--- src/rtl/modn_counter.sv ---
// ---------------------------------------------------------------------------
// modn_counter
//
// This is an up/down modulo-MOD counter. It has a synchronous load, a
// terminal-count tick in two timings, and a saturating count of wraps.
//
// A count event (evt) comes from the 'level' input:
//   EDGE_MODE = 0 : evt is level itself. The counter steps on every cycle
//                   in which level is high.
//   EDGE_MODE = 1 : evt is the rising edge of level. level_d is a copy of
//                   level taken on every clock edge, including during reset.
//
// Ports
//   clock          : single clock. All state changes on its rising edge.
//   reset          : synchronous, active-high reset.
//   level          : count request.
//   up_down        : count direction (1 = up, 0 = down).
//   load           : synchronous load strobe. It has priority over evt.
//   load_val       : load value. Values >= MOD are clamped to MOD-1.
//   mealy_tick     : combinational tick in the cycle that wraps.
//   moore_tick     : mealy_tick delayed by one register stage.
//   state_reg_out  : current count register. This is the observable state.
//   state_next_out : combinational next count.
//   wrap_count     : number of wraps, saturating at 255.
// ---------------------------------------------------------------------------
module modn_counter #(
  parameter int MOD       = 5,
  parameter int WIDTH     = 3,
  parameter int EDGE_MODE = 0
) (
  input  logic             clock,
  input  logic             reset,
  input  logic             level,
  input  logic             up_down,
  input  logic             load,
  input  logic [WIDTH-1:0] load_val,
  output logic             mealy_tick,
  output logic             moore_tick,
  output logic [WIDTH-1:0] state_reg_out,
  output logic [WIDTH-1:0] state_next_out,
  output logic [7:0]       wrap_count
);

  localparam logic [WIDTH-1:0] MAX_VAL = WIDTH'(MOD - 1);
  localparam logic [WIDTH-1:0] ONE     = WIDTH'(1);

  logic             level_d;
  logic             evt;
  logic             wrap_cond;
  logic             mealy;
  logic [WIDTH-1:0] state_q;
  logic [WIDTH-1:0] state_d;
  logic             moore_q;
  logic [7:0]       wrap_q;

  // Event qualification. level_d is only consulted in edge mode.
  always_comb begin
    evt = level;
    if (EDGE_MODE == 1) begin
      evt = level & ~level_d;
    end
  end

  // The counter wraps on this step in the current direction.
  always_comb begin
    wrap_cond = up_down ? (state_q == MAX_VAL) : (state_q == '0);
  end

  // Next-state logic. The priority order is reset, then load, then evt,
  // then hold.
  always_comb begin
    state_d = state_q;
    if (reset) begin
      state_d = '0;
    end else if (load) begin
      // Clamp the load so the register never holds a value >= MOD.
      state_d = (load_val > MAX_VAL) ? MAX_VAL : load_val;
    end else if (evt) begin
      if (up_down) begin
        state_d = (state_q == MAX_VAL) ? '0 : state_q + ONE;
      end else begin
        state_d = (state_q == '0) ? MAX_VAL : state_q - ONE;
      end
    end
  end

  // The tick is suppressed by load and by reset, so a pending wrap is dropped.
  always_comb begin
    mealy = evt & ~load & ~reset & wrap_cond;
  end

  always_ff @(posedge clock) begin
    // level_d keeps tracking level during reset. Because of this, a level
    // held high across reset release does not look like a new edge.
    level_d <= level;
    if (reset) begin
      state_q <= '0;
      moore_q <= 1'b0;
      wrap_q  <= 8'd0;
    end else begin
      state_q <= state_d;
      moore_q <= mealy;
      if (mealy && (wrap_q != 8'hFF)) begin
        wrap_q <= wrap_q + 8'd1;
      end
    end
  end

  assign mealy_tick     = mealy;
  assign moore_tick     = moore_q;
  assign state_reg_out  = state_q;
  assign state_next_out = state_d;
  assign wrap_count     = wrap_q;

endmodule

--- config.mk ---
export PLATFORM = sky130hd
export DESIGN_NAME = modn_counter
export DESIGN_NICKNAME = d
export VERILOG_FILES = /design/src/rtl/modn_counter.sv
export SDC_FILE = /design/constraint.sdc
export NUM_CORES = 1
export LEC_CHECK = 0
export ABC_AREA = 1
export BUFFER_PORTS_ARGS = -buffer_cell sky130_fd_sc_hd__buf_2
export CAP_MARGIN = 5
export CORE_UTILIZATION = 30
export CTS_CLUSTER_SIZE = 16
export DETAILED_ROUTE_END_ITERATION = 6
export HOLD_SLACK_MARGIN = 0.06
export PLACE_DENSITY = 0.55
export SLEW_MARGIN = 40
export SYNTH_ARGS = -nofsm -noshare
export SYNTH_HDL_FRONTEND = slang
export SYNTH_SLANG_ARGS = --single-unit
--- constraint.sdc ---
create_clock -name clock -period 1.3 [get_ports clock]
set_input_delay 0.26 -clock clock [delete_from_list [all_inputs] [get_ports clock]]
set_output_delay 0.26 -clock clock [all_outputs]
set_load 0.01 [all_outputs]
Word-level counts from Yosys, hierarchy flattened
Index checks and enable logic that the tools add are counted.
{"block": "word_totals", "regBits": 12, "inputBits": 8, "out_inout_bits": 16, "wordCells": 24}
{"block": "op_classes", "addsub": 3, "magnitude_cmp": 1, "n_eq_ne": 2, "n_mux": 8, "bitwise_logic": 5, "n_reduce_logical": 2}
{"cell": "3-bit 2-to-1 mux", "n": 7}
{"cell": "8-bit by 1-bit adder with 8-bit output (second input constant)", "n": 1}
{"cell": "8-bit inequality test (second input constant)", "n": 1}
{"cell": "3-bit by 1-bit adder with 3-bit output (second input constant)", "n": 1}
{"cell": "1-bit AND", "n": 3}
{"cell": "3-bit equality test (second input constant)", "n": 1}
{"cell": "3-bit > comparator (second input constant)", "n": 1}
{"cell": "3-bit logical NOT", "n": 1}
{"cell": "3-bit by 1-bit subtractor with 3-bit output (second input constant)", "n": 1}
{"cell": "1-bit NOT", "n": 2}
{"cell": "1-bit logical AND", "n": 1}
{"cell": "1-bit 2-to-1 mux", "n": 1}

Longest topological paths before layout
Gate-level depths: netlist of run 1.
{"block": "logic_depth", "ltp_word": 6, "depth_mapped": 9, "ltp_nobuf": 9}

Least setup slack after synthesis of run 1
Ideal clock, no wire load.
{"block": "synth_timing", "path_kind": "register to output", "from": "reg state_q[0] (netlist: state_reg_out[0])", "to": "out state_next_out[1]", "t_arrival_ns": 1.322, "required_ns": 1.040, "path_slack_ns": -0.282, "path_stages_with_launch": 8, "path_buffers": 0, "path_cell_list": "dfxtp_1 > inv_1 > ha_1 > nand2_1 > nand2_1 > o21ai_0 > o21ai_1 > a21oi_1"}
{"block": "synth_between", "elab_chain_cells": 6, "elab_cells_between_ends": 10, "cone_classes": "2 x add/sub; 1 x eq/ne; 6 x mux; 1 x reduce/logical"}
{"item": "from (decl)", "line_no": "51", "source": "logic [WIDTH-1:0] state_q;"}
{"item": "from (signal assigned)", "line_no": "101", "source": "state_q <= state_d;"}
{"item": "3-bit by 1-bit subtractor with 3-bit output, or another cell as far along", "line_no": "82", "source": "state_d = (state_q == '0) ? MAX_VAL : state_q - ONE;"}
{"item": "3-bit 2-to-1 mux, on equally long branches", "line_no": "82, 80"}
{"item": "3-bit 2-to-1 mux *", "line_no": "79", "source": "if (up_down) begin"}
{"item": "3-bit 2-to-1 mux *", "line_no": "78", "source": "end else if (evt) begin"}
{"item": "3-bit 2-to-1 mux *", "line_no": "75", "source": "end else if (load) begin"}
{"item": "3-bit 2-to-1 mux *", "line_no": "73", "source": "if (reset) begin"}
{"item": "to (decl)", "line_no": "40", "source": "output logic [WIDTH-1:0] state_next_out,"}
Every way passes the cells marked *; elsewhere a longest branch is shown, timed or not.

Worst setup path in the final report of run 1
{"block": "layout_timing", "from": "reg state_q[0] (netlist: state_reg_out[0])", "to": "out state_next_out[0]"}
{"block": "layout_between", "elab_chain_cells": 6, "elab_cells_between_ends": 10, "cone_classes": "2 x add/sub; 1 x eq/ne; 6 x mux; 1 x reduce/logical"}
{"item": "3-bit by 1-bit subtractor with 3-bit output, or another cell as far along", "line_no": "82"}
{"item": "3-bit 2-to-1 mux, on equally long branches", "line_no": "82, 80"}
{"item": "3-bit 2-to-1 mux", "line_no": "79"}
{"item": "3-bit 2-to-1 mux *", "line_no": "78"}
{"item": "3-bit 2-to-1 mux *", "line_no": "75"}
{"item": "3-bit 2-to-1 mux *", "line_no": "73"}
Marks and branches as above.

==> summary.md, run 1 <==
| Metric | Value |
|---|---|
| Top sig layer | `met4` |
| CTS tree | `yes` |
| Top-count cell post-synth | `nand2_1` |
| Register area | `around 250 um2` |
| Vias per std cell | `about 4.5` |
| Iter 0 DRT Violations | `6` |
| Post-Synthesis Cell Area | `828 um2` |
| Initial core utilization | `roughly a third` |
| M1 WL | `roughly 1000 um` |
| Critical path fanouts, max | `3` |
| Die Y | `54.5 um` |
| Slew Viols, Final | `0` |
| TritonCTS Buffers | `3` |
| Pwr dens | `695 nW/um2` |
| Total Wirelength | `around 2200 um` |
| Final hold slack | `approximately 0.27 ns` |
| Main synth FF type | `dfxtp_1` |
| Post-layout minimum cycle time | `around 1.8 ns` |
| ANT nets after route | `0` |
| Status | `finished, violations left` |
| Peak VDD IR | `roughly 0.71 mV` |
| Critical path class | `reg -> out` |
| Vias in the first global route | `around 870` |
| Synth area leader | `dfxtp_1` |
| Leak | `roughly 0.64 nW` |
| Clock sinks | `12` |
| Cell Chain, Critical Path | `inv_4 -> ha_4 -> nand2_4 -> nand2_4 -> nand2_4 -> a21oi_4 -> o22ai_2 -> buf_2` |
| Critical Path Max Stage Delay | `0.36 ns` |
| Seq/Total Area, Yosys | `about 29%` |
| Worst slack, placed | `-0.171 ns` |
| Share of layout cells above drive strength 1 | `approximately 55%` |
| Synth top area share | `roughly 29%` |
| Die area | `between 2000 and 3000 um2` |
| Area contributors post-synth | `dfxtp_1 (29%), nand2_1 (19%), a21oi_2 (6.3%)` |
| Slew headroom | `84.7%` |
| Unrepaired setup endpoints after global routing | `yes` |
| Post-route setup slack | `-0.453 ns` |
| I/O pin total | `24` |
| Unique masters post-synth | `22` |
| DRT Pass-1 Iters | `5` |
| HPWL after DPL | `roughly 1600 um` |
| Clk slew on worst S/H paths | `0.08 ns` |
| Worst Setup End Kind | `primary output` |
| Final Non-Filler Cells | `between 200 and 250` |
| Fin crit share | `135%` |
| Critical Path Source Type | `flop` |
| Worst R2R Setup Slack | `-0.24 ns` |
| GRT Residual Overflow | `0` |
| Clock share of power | `26.0%` |
| Die width | `54.5 um` |
| Async SR Flop Fraction | `0%` |
| FMAX | `0.570 GHz` |
| Pwr Total | `around 950 uW` |
| Fin. Hold Viols | `0` |
| Yosys reg bits | `12` |
| Crit path max-delay family | `flip-flops` |
| Final setup fails | `13` |
| DP Cell Count | `~190` |
| Worst-Margin Slew | `0.229 ns` |
| Vias | `approximately 940` |
| Port Buf Inserts | `23` |
| Avg Inst Size Synth | `approximately 6.6 um2` |
| Initial antenna violation count | `0` |
| WL met2 | `between 1000 and 1500 um` |
| Most frequent cell on the critical path | `nand2_4` |
| Worst EP arrival | `1.49 ns` |
| Max-cap violation count | `0` |
| Final Skew | `between 0.003 and 0.004 ns` |
| Remaining DRCs | `0` |
| Core area | `between 2000 and 3000 um2` |
| Min-delay worst type | `in -> reg` |
| Bufs and invs on worst path | `2` |
| Nets@finish | `189` |
| Synth Warn # | `0` |
| EDFF count, synth | `0` |
| Final weighted congestion in routability-driven placement | `0.770` |
| Synth Net Count | `around 140` |
| Largest net degree at the start of global routing | `9` |
| Syn Inst Count | `between 100 and 150` |
| Final TNS setup | `-3.67 ns` |
| P_int | `645 uW` |
| Area used by multi-input combinational logic | `658 um2` |
| Slowest-stage cell, CP | `dfxtp_4` |
| First-pass GRT wire length | `between 3000 and 4000 um` |
| Synth-to-layout area growth | `64.7%` |
| Skew-Pair Late Insertion Delay | `0.28 ns` |
| H-tree levels | `1` |
| Met3 WL | `~90 um` |
| Failing checks | `negative setup slack` |
| Worst Path Required | `1.04 ns` |
| Clock root buffer | `clkbuf_4` |
| Top cells by count, synth | `nand2_1 (41), inv_1 (13), nor2_1 (13), dfxtp_1 (12), a21oi_1 (7)` |
| Sw power | `a little over 300 uW` |
| Row count | `18` |
| Inserted Diodes | `0` |
| Sequential share of power | `41.0%` |
| DR WL/cell | `10.5 um` |
| Max clock buf depth | `2` |
| Total track usage | `between 15 and 20%` |
| Switch share | `between 30% and 40%` |
| Fill count | `256` |
| Logic gate share of total power | `roughly 33%` |
[metrics by stage]
stage          utilization, %  area (um2)
2_1_floorplan               -         878
3_3_place_gp             45.0        1150
3_5_place_dp             45.0        1150
4_1_cts                  50.3        1280
5_1_grt                  53.6        1360
6_report                 53.6        1360
[worst reg2reg max path, delay by kind of cell (launching register included)]
family                     cells  cell delay (ns)
buffers and inverters          5             0.54
DFF                            1             0.37
AOI/OAI and AO/OA              2             0.14
and+or+nand+nor                3             0.25
adders and majority gates      1             0.17
[final cells by class]
class | instances | area share (%)
Clock buffer | 3 | 1.65
Clock inverter | 1 | 0.275
Inverter | 16 | 4.77
Multi-Input combinational cell | 96 | 48.3
Sequential cell | 12 | 18.2
Tap cell | 30 | 2.75
Timing Repair Buffer | 48 | 24.1
[power by group through the flow]
stage | Combinational (mW) | Sequential, mW | Clock (mW)
2_1_floorplan | 0.118 | 0.402 | 0
3_3_place_gp | 0.205 | 0.395 | 0
3_5_place_dp | 0.210 | 0.395 | 0
4_1_cts | 0.264 | 0.387 | 0.260
5_1_grt | 0.341 | 0.390 | 0.273
6_report | 0.313 | 0.388 | 0.247
[sequential cells by signal, indices dropped and copies added (netlist names)]
name,cells
wrap_count,8
state_reg_out,3
moore_tick,1
[metal layers]
layer	global-route usage [%]	vias to the layer above
met5	0	-
met4	5.98	0
met3	5.83	4
met2	27.6	17
met1	21.1	418
li1	-	497
[cell usage in the layout (no fill, tap or decap)]
cell type | synthesis | routed
o211ai_1 | 1 | 1
xor2_1 | 2 | 2
o22ai_2 | 0 | 1
o21ai_1 | 1 | 1
nand3_1 | 2 | 1
o22ai_1 | 2 | 1
o21ai_0 | 5 | 1
nor2_2 | 1 | 1
buf_4 | 0 | 22
inv_1 | 13 | 11
clkinv_1 | 0 | 1
buf_2 | 1 | 22
dfxtp_1 | 12 | 10
a21oi_2 | 6 | 9
ha_4 | 0 | 1
xnor2_1 | 1 | 1
nor2_1 | 13 | 11
nand2_8 | 0 | 1
o21ai_2 | 0 | 4
a21oi_4 | 0 | 1
ha_1 | 4 | 3
nand2_1 | 41 | 29
inv_2 | 3 | 3
nand3_2 | 1 | 2
clkbuf_4 | 0 | 3
nand2_2 | 2 | 10
a21oi_1 | 7 | 3
nand2_4 | 1 | 4
nor2_4 | 3 | 5
buf_6 | 0 | 3
nand3b_1 | 3 | 3
dfxtp_4 | 0 | 2
inv_4 | 0 | 2
buf_12 | 0 | 1
[cell families (layout without fill, tap and decap cells)]
| kind of cell | Yosys count | after routing | share of synthesized area, % |
|---|---|---|---|
| xor+xnor | 3 | 3 | 3.17 |
| flops | 12 | 12 | 29.0 |
| compound gates | 22 | 22 | 16.6 |
| fa+ha+maj | 4 | 4 | 6.04 |
| buf+inv | 17 | 68 | 7.85 |
| simple gates | 67 | 67 | 37.3 |
[what timing repair did]
action | in CTS | in global routing
pin swaps | 5 | 11
resized for setup | 15 | 16
setup buffers | 7 | 3
setup endpoints to repair | 12 | 13
hold buffers | 0 | 0
[final timing paths]
check	from	end	cells past startpoint
min reg2reg	wrap_count[7]	wrap_count[7]	2
min	load_val[0]	state_reg_out[0]	3
max reg2reg	state_reg_out[0]	state_reg_out[0]	11
max	state_reg_out[0]	state_next_out[0]	8
Power figures use the tool's default switching activity.
==> run 2, diff against run 1 <==
--- a/config.mk
+++ b/config.mk
@@ -12,7 +12,7 @@
 export CTS_CLUSTER_SIZE = 16
 export DETAILED_ROUTE_END_ITERATION = 6
 export HOLD_SLACK_MARGIN = 0.06
-export PLACE_DENSITY = 0.55
+export PLACE_DENSITY_LB_ADDON = 0.15
 export SLEW_MARGIN = 40
 export SYNTH_ARGS = -nofsm -noshare
 export SYNTH_HDL_FRONTEND = slang
==> summary.md, run 2 (synthesized netlist as in run 1, its figures left out) <==
| Metric | Value |
|---|---|
| Critical path class | `reg -> out` |
| Slew Viols, Final | `0 (unchanged)` |
| TritonCTS Buffers | `3 (unchanged)` |
| DP Cell Count | `192 (-0.52%)` |
| Die width | `54.5 um (unchanged)` |
| Leak | `0.603 nW (-5.7%)` |
| Pwr dens | `690 nW/um2 (-0.72%)` |
| Final weighted congestion in routability-driven placement | `0.800 (+3.8%)` |
| H-tree levels | `1 (unchanged)` |
| Total Wirelength | `2180 um (+0.55%)` |
| Critical path fanouts, max | `4 (+1)` |
| Total track usage | `17.6% (+0.48 points)` |
| Row count | `18 (unchanged)` |
| Commonest non-fill, non-tap cell in the layout | `nand2_1` |
| Clock sinks | `12 (unchanged)` |
| Min-delay worst type | `in -> reg` |
| Port Buf Inserts | `23 (unchanged)` |
| Final Skew | `0.00263 ns (-0.000895 ns)` |
| Die Y | `54.5 um (unchanged)` |
| Cell Chain, Critical Path | `inv_4 -> ha_4 -> nand2_4 -> nand2_4 -> o21ai_2 -> o21ai_2 -> a21oi_2 -> buf_2` |
| Largest net degree at the start of global routing | `9 (unchanged)` |
| Critical Path Max Stage Delay | `0.38 ns (+0.02 ns)` |
| Final Non-Filler Cells | `200 (-2.9%)` |
| Vias | `911 (-2.7%)` |
| Initial core utilization | `32.5% (unchanged)` |
| I/O pin total | `24 (unchanged)` |
| CTS tree | `yes` |
| Peak VDD IR | `0.459 mV (-35%)` |
| Slowest-stage cell, CP | `dfxtp_4` |
| Fill count | `268 (+4.7%)` |
| Post-layout minimum cycle time | `1.78 ns (+0.0315 ns)` |
| Vias in the first global route | `812 (-6.6%)` |
| FMAX | `0.560 GHz (-1.8%)` |
| Failing checks | `negative setup slack` |
| Post-route setup slack | `-0.485 ns (-0.0315 ns)` |
| Crit path max-delay family | `flip-flops` |
| Initial antenna violation count | `0 (unchanged)` |
| Reg-to-Reg End | `wrap_count[0]` |
| Bufs and invs on worst path | `2 (unchanged)` |
| Reg2reg path depth | `11 (unchanged)` |
| Inserted Diodes | `0 (unchanged)` |
| Die area | `2980 um2 (unchanged)` |
| Final hold slack | `0.277 ns (+0.00596 ns)` |
| DR WL/cell | `10.9 um (+3.6%)` |
| Most frequent cells in the layout | `nand2_1 (29), buf_2 (22), buf_4 (15)` |
| Remaining DRCs | `0 (unchanged)` |
| Final setup fails | `13 (unchanged)` |
| Synth-to-layout area growth | `58.9%` |
| Fin crit share | `137% (+2.4 points)` |
| DRT Pass-1 Iters | `4 (-1)` |
| First-pass GRT wire length | `3530 um (-0.98%)` |
| Clk slew on worst S/H paths | `0.08 ns (about the same)` |
| Share of layout cells above drive strength 1 | `54.1% (-1.0 points)` |
| Iter 0 DRT Violations | `9 (+3)` |
| Status | `finished, violations left` |
| Post-CTS Hold Buffers | `0 (unchanged)` |
| Critical path depth | `8 (unchanged)` |
| Clock root buffer | `clkbuf_4` |
| Worst Setup SP | `state_reg_out[0]` |
| Largest register FFs | `8 (unchanged)` |
| Nets@finish | `183 (-3.2%)` |
| Worst Path Required | `1.04 ns (about the same)` |
| RR Startpoint | `state_reg_out[0]` |
| Pwr Total | `908 uW (-4.2%)` |
| Slew headroom | `79.9% (-4.8 points)` |
| Unrepaired setup endpoints after global routing | `yes` |
| HPWL after DPL | `1550 um (-5.1%)` |
| Worst-Margin Slew | `0.300 ns (+0.0715 ns)` |
| Critical Path Source Type | `flop` |
| CP Capture Point | `state_next_out[1]` |
| Skew-Pair Late Insertion Delay | `0.28 ns (about the same)` |
| Fin. Hold Viols | `0 (unchanged)` |
| Vias per std cell | `4.56 (+0.25%)` |
| Core area | `2540 um2 (unchanged)` |
| Worst EP arrival | `1.52 ns (+0.03 ns)` |
| Worst Setup End Kind | `primary output` |
| Max clock buf depth | `2 (unchanged)` |
| GRT Residual Overflow | `0 (unchanged)` |
| Max-cap violation count | `0 (unchanged)` |
| ANT nets after route | `0 (unchanged)` |
| Worst R2R Setup Slack | `-0.21 ns (+0.03 ns)` |
==> run 2: report_power, final <==
group | internal (mW) | leakage, nW | switching, mW | total (mW)
logic | 0.124 | 0.489 | 0.145 | 0.269
clock network | 0.112 | 0.0154 | 0.138 | 0.250
registers | 0.377 | 0.0988 | 0.0120 | 0.389
==> run 2: worst min path at each step <==
stage | from | to | cells after the start
floorplan | load | state_reg_out[1] | 2
CTS | load_val[0] | state_reg_out[0] | 3
global placement | wrap_count[7] | wrap_count[7] | 2
finish | load_val[0] | state_reg_out[0] | 3
detailed placement | wrap_count[7] | wrap_count[7] | 2
global route | load_val[0] | state_reg_out[0] | 3
==> run 2: routing by layer <==
layer,global-route usage (%),part of all wire [%]
met5,0,0
met4,7.26,1.3
met3,6.11,5.0
met2,26.8,47
met1,22.4,47
==> run 2: through the flow <==
| stage | util [%] | TNS, ns | area [um2] | setup WS, ns |
|---|---|---|---|---|
| after global placement | 44.7 | -0.859 | 1140 | -0.135 |
| final | 51.7 | -3.20 | 1320 | -0.485 |
| after global routing | 51.7 | -4.33 | 1320 | -0.573 |
| after CTS | 49.9 | -3.64 | 1270 | -0.450 |
| after detailed placement | 44.7 | -1.15 | 1140 | -0.158 |
| after floorplan | - | -0.0451 | 878 | -0.0436 |
==> run 2: what timing repair did <==
| item | CTS | global route |
|---|---|---|
| setup buffers | 6 | 3 |
| setup endpoints to repair | 12 | 13 |
| resized for setup | 15 | 20 |
| pin swaps | 8 | 9 |
==> run 2: worst reg2reg max path, delay by kind of cell, from the launching register on <==
| kind | cells | cell delay, ns |
|---|---|---|
| and+or+nand+nor | 7 | 0.56 |
| DFF | 1 | 0.37 |
| adders and majority gates | 1 | 0.17 |
| buffers and inverters | 3 | 0.31 |
==> run 2: area by class of cell <==
| class | instances | area (um2) | area share (%) |
|---|---|---|---|
| Clock buffer | 3 | 22.5 | 1.71 |
| Inverter | 16 | 65.1 | 4.94 |
| Multi-Input combinational cell | 96 | 661 | 50.2 |
| Clock inverter | 1 | 3.75 | 0.285 |
| Tap cell | 30 | 37.5 | 2.85 |
| Sequential cell | 12 | 248 | 18.8 |
| Timing Repair Buffer | 42 | 279 | 21.2 |
==> run 3, diff against run 2 <==
==> constraint.sdc (replaced) <==
create_clock -name clock -period 2 [get_ports clock]
set_input_delay 0.4 -clock clock [delete_from_list [all_inputs] [get_ports clock]]
set_output_delay 0.4 -clock clock [all_outputs]
set_load 0.01 [all_outputs]
==> summary.md, run 3 (synthesized netlist as in run 1, its figures left out) <==
| Metric | Value |
|---|---|
| Status | `completed` |
| ANT nets after route | `0 (unchanged)` |
| Initial core utilization | `32.5% (unchanged)` |
| Worst slack, placed | `0.199 ns (+0.357 ns)` |
| FMAX | `0.526 GHz` |
| Worst EP arrival | `1.50 ns (-0.02 ns)` |
| DRT Pass-1 Iters | `4 (unchanged)` |
| Final weighted congestion in routability-driven placement | `0.757 (-5.4%)` |
| Synth-to-layout area growth | `28.7%` |
| Initial antenna violation count | `0 (unchanged)` |
| Placed cell areas | `976 um2 (-14%)` |
| Min-delay worst type | `in -> reg` |
| Critical path class | `reg -> out` |
| Die width | `54.5 um (unchanged)` |
| Slew Viols, Final | `0 (unchanged)` |
| Peak VDD IR | `0.311 mV (-32%)` |
| Fin crit share | `between 90 and 100%` |
| Inserted Diodes | `0 (unchanged)` |
| DR WL/cell | `10.2 um (-6.4%)` |
| HPWL after DPL | `1420 um (-8.2%)` |
| H-tree levels | `1 (unchanged)` |
| Most frequent cells in the layout | `nand2_1 (37), buf_2 (23), nor2_1 (13)` |
| Clk slew on worst S/H paths | `0.08 ns (about the same)` |
| Clock sinks | `12 (unchanged)` |
| Pwr Total | `562 uW (-38%)` |
| Largest net degree at the start of global routing | `9 (unchanged)` |
| Largest register FFs | `8 (unchanged)` |
| Clock root buffer | `clkbuf_4` |
| First-pass GRT wire length | `3180 um (-10%)` |
| Vias per std cell | `4.64 (+1.8%)` |
| Unrepaired setup endpoints after global routing | `no` |
| Fin. Hold Viols | `0 (unchanged)` |
| Final Skew | `0.00701 ns (+0.00438 ns)` |
| I/O pin total | `24 (unchanged)` |
| Critical Path Source Type | `flop` |
| Skew-Pair Late Insertion Delay | `0.27 ns (about the same)` |
| Vias in the first global route | `750 (-7.6%)` |
| Leak | `0.493 nW (-18%)` |
| CTS tree | `yes` |
| Core area | `2540 um2 (unchanged)` |
| Critical path fanouts, max | `4 (unchanged)` |
| Total Wirelength | `1860 um (-15%)` |
| Post-route setup slack | `0.100 ns (+0.585 ns)` |
| Max-cap violation count | `0 (unchanged)` |
| Row count | `18 (unchanged)` |
| Worst Path Required | `1.60 ns (+0.56 ns)` |
| Port Buf Inserts | `23 (unchanged)` |
| Remaining DRCs | `0 (unchanged)` |
| Worst-Margin Slew | `0.322 ns (+0.0213 ns)` |
| Slew headroom | `78.5% (-1.4 points)` |
| Iter 0 DRT Violations | `13 (+4)` |
| Final setup fails | `0 (-13)` |
| TritonCTS Buffers | `3 (unchanged)` |
| Commonest non-fill, non-tap cell in the layout | `nand2_1` |
| Final design utilization | `41.9% (-9.8 points)` |
| Nets@finish | `165 (-9.8%)` |
| Die area | `2980 um2 (unchanged)` |
| Worst Setup End Kind | `primary output` |
| Post-layout minimum cycle time | `about 1.9 ns` |
| Total track usage | `15.0% (-2.6 points)` |
| Design area | `1070 um2 (-19%)` |
| GRT Residual Overflow | `0 (unchanged)` |
| Share of layout cells above drive strength 1 | `37.5% (-17 points)` |
| Die Y | `54.5 um (unchanged)` |
| Pwr dens | `528 nW/um2 (-24%)` |
| Max clock buf depth | `2 (unchanged)` |
| Vias | `844 (-7.4%)` |
-- run 3: cell types whose count changed in the layout (fill, tap and decap cells not counted), sizes merged --
cell,delta
buf,-18
clkbuf,+1
clkinv,-1
-- run 3: final timing paths --
check | start | to | slack, ns | cells after the start
worst max-delay path | state_reg_out[0] | state_next_out[0] | 0.10 | 8
worst min register to register | wrap_count[7] | wrap_count[7] | 0.52 | 2
worst min-delay path | load_val[0] | state_reg_out[0] | 0.41 | 3
worst max register to register | state_reg_out[0] | wrap_count[5] | 0.58 | 8
-- run 3: critical path, stage by stage (launching register included) --
cell and delay, ns:
dfxtp_4 0.36, inv_2 0.09, ha_4 0.14, nand2_2 0.07, nand2_2 0.09, nand2_2 0.10
a21oi_4 0.15, o22ai_1 0.08, buf_2 0.15
-- run 3: what timing repair did --
item,CTS,global route
setup buffers,0,1
setup endpoints to repair,2,4
pin swaps,0,1
resized for setup,7,9
hold buffers,0,0
-- run 3: power by group --
group | switching, mW | internal (mW) | leakage [nW]
registers | 0.00697 | 0.246 | 0.0985
logic | 0.0713 | 0.0452 | 0.374
clock network | 0.0824 | 0.111 | 0.0210
total | 0.161 | 0.402 | 0.493
-- run 3: metrics by stage --
step | TNS, ns | cells | hold WS [ns]
final | 0 | 182 | 0.411
after global routing | 0 | 182 | 0.413
after CTS | -0.00805 | 181 | 0.388
after detailed placement | 0 | 177 | 0.507
after global placement | 0 | 177 | 0.499
after floorplan | 0 | 125 | 0.523
-- run 3: cell type report --
class | instances | area [um2]
fill | 270 | 1480
timing repair buffer | 24 | 123
tap | 30 | 37.5
sequential | 12 | 245
multi-input combinational | 96 | 564
clock buffer | 4 | 36.3
inverter | 16 | 60.1
-- run 3: layer usage --
| metal | part of all wire, % | GRT usage [%] | wire [um] |
|---|---|---|---|
| met1 | 48 | 19.0 | 886 |
| met2 | 46 | 24.4 | 848 |
| met3 | 5.8 | 5.00 | 108 |
| met4 | 0.59 | 3.85 | 11 |
| met5 | 0 | 0 | 0 |
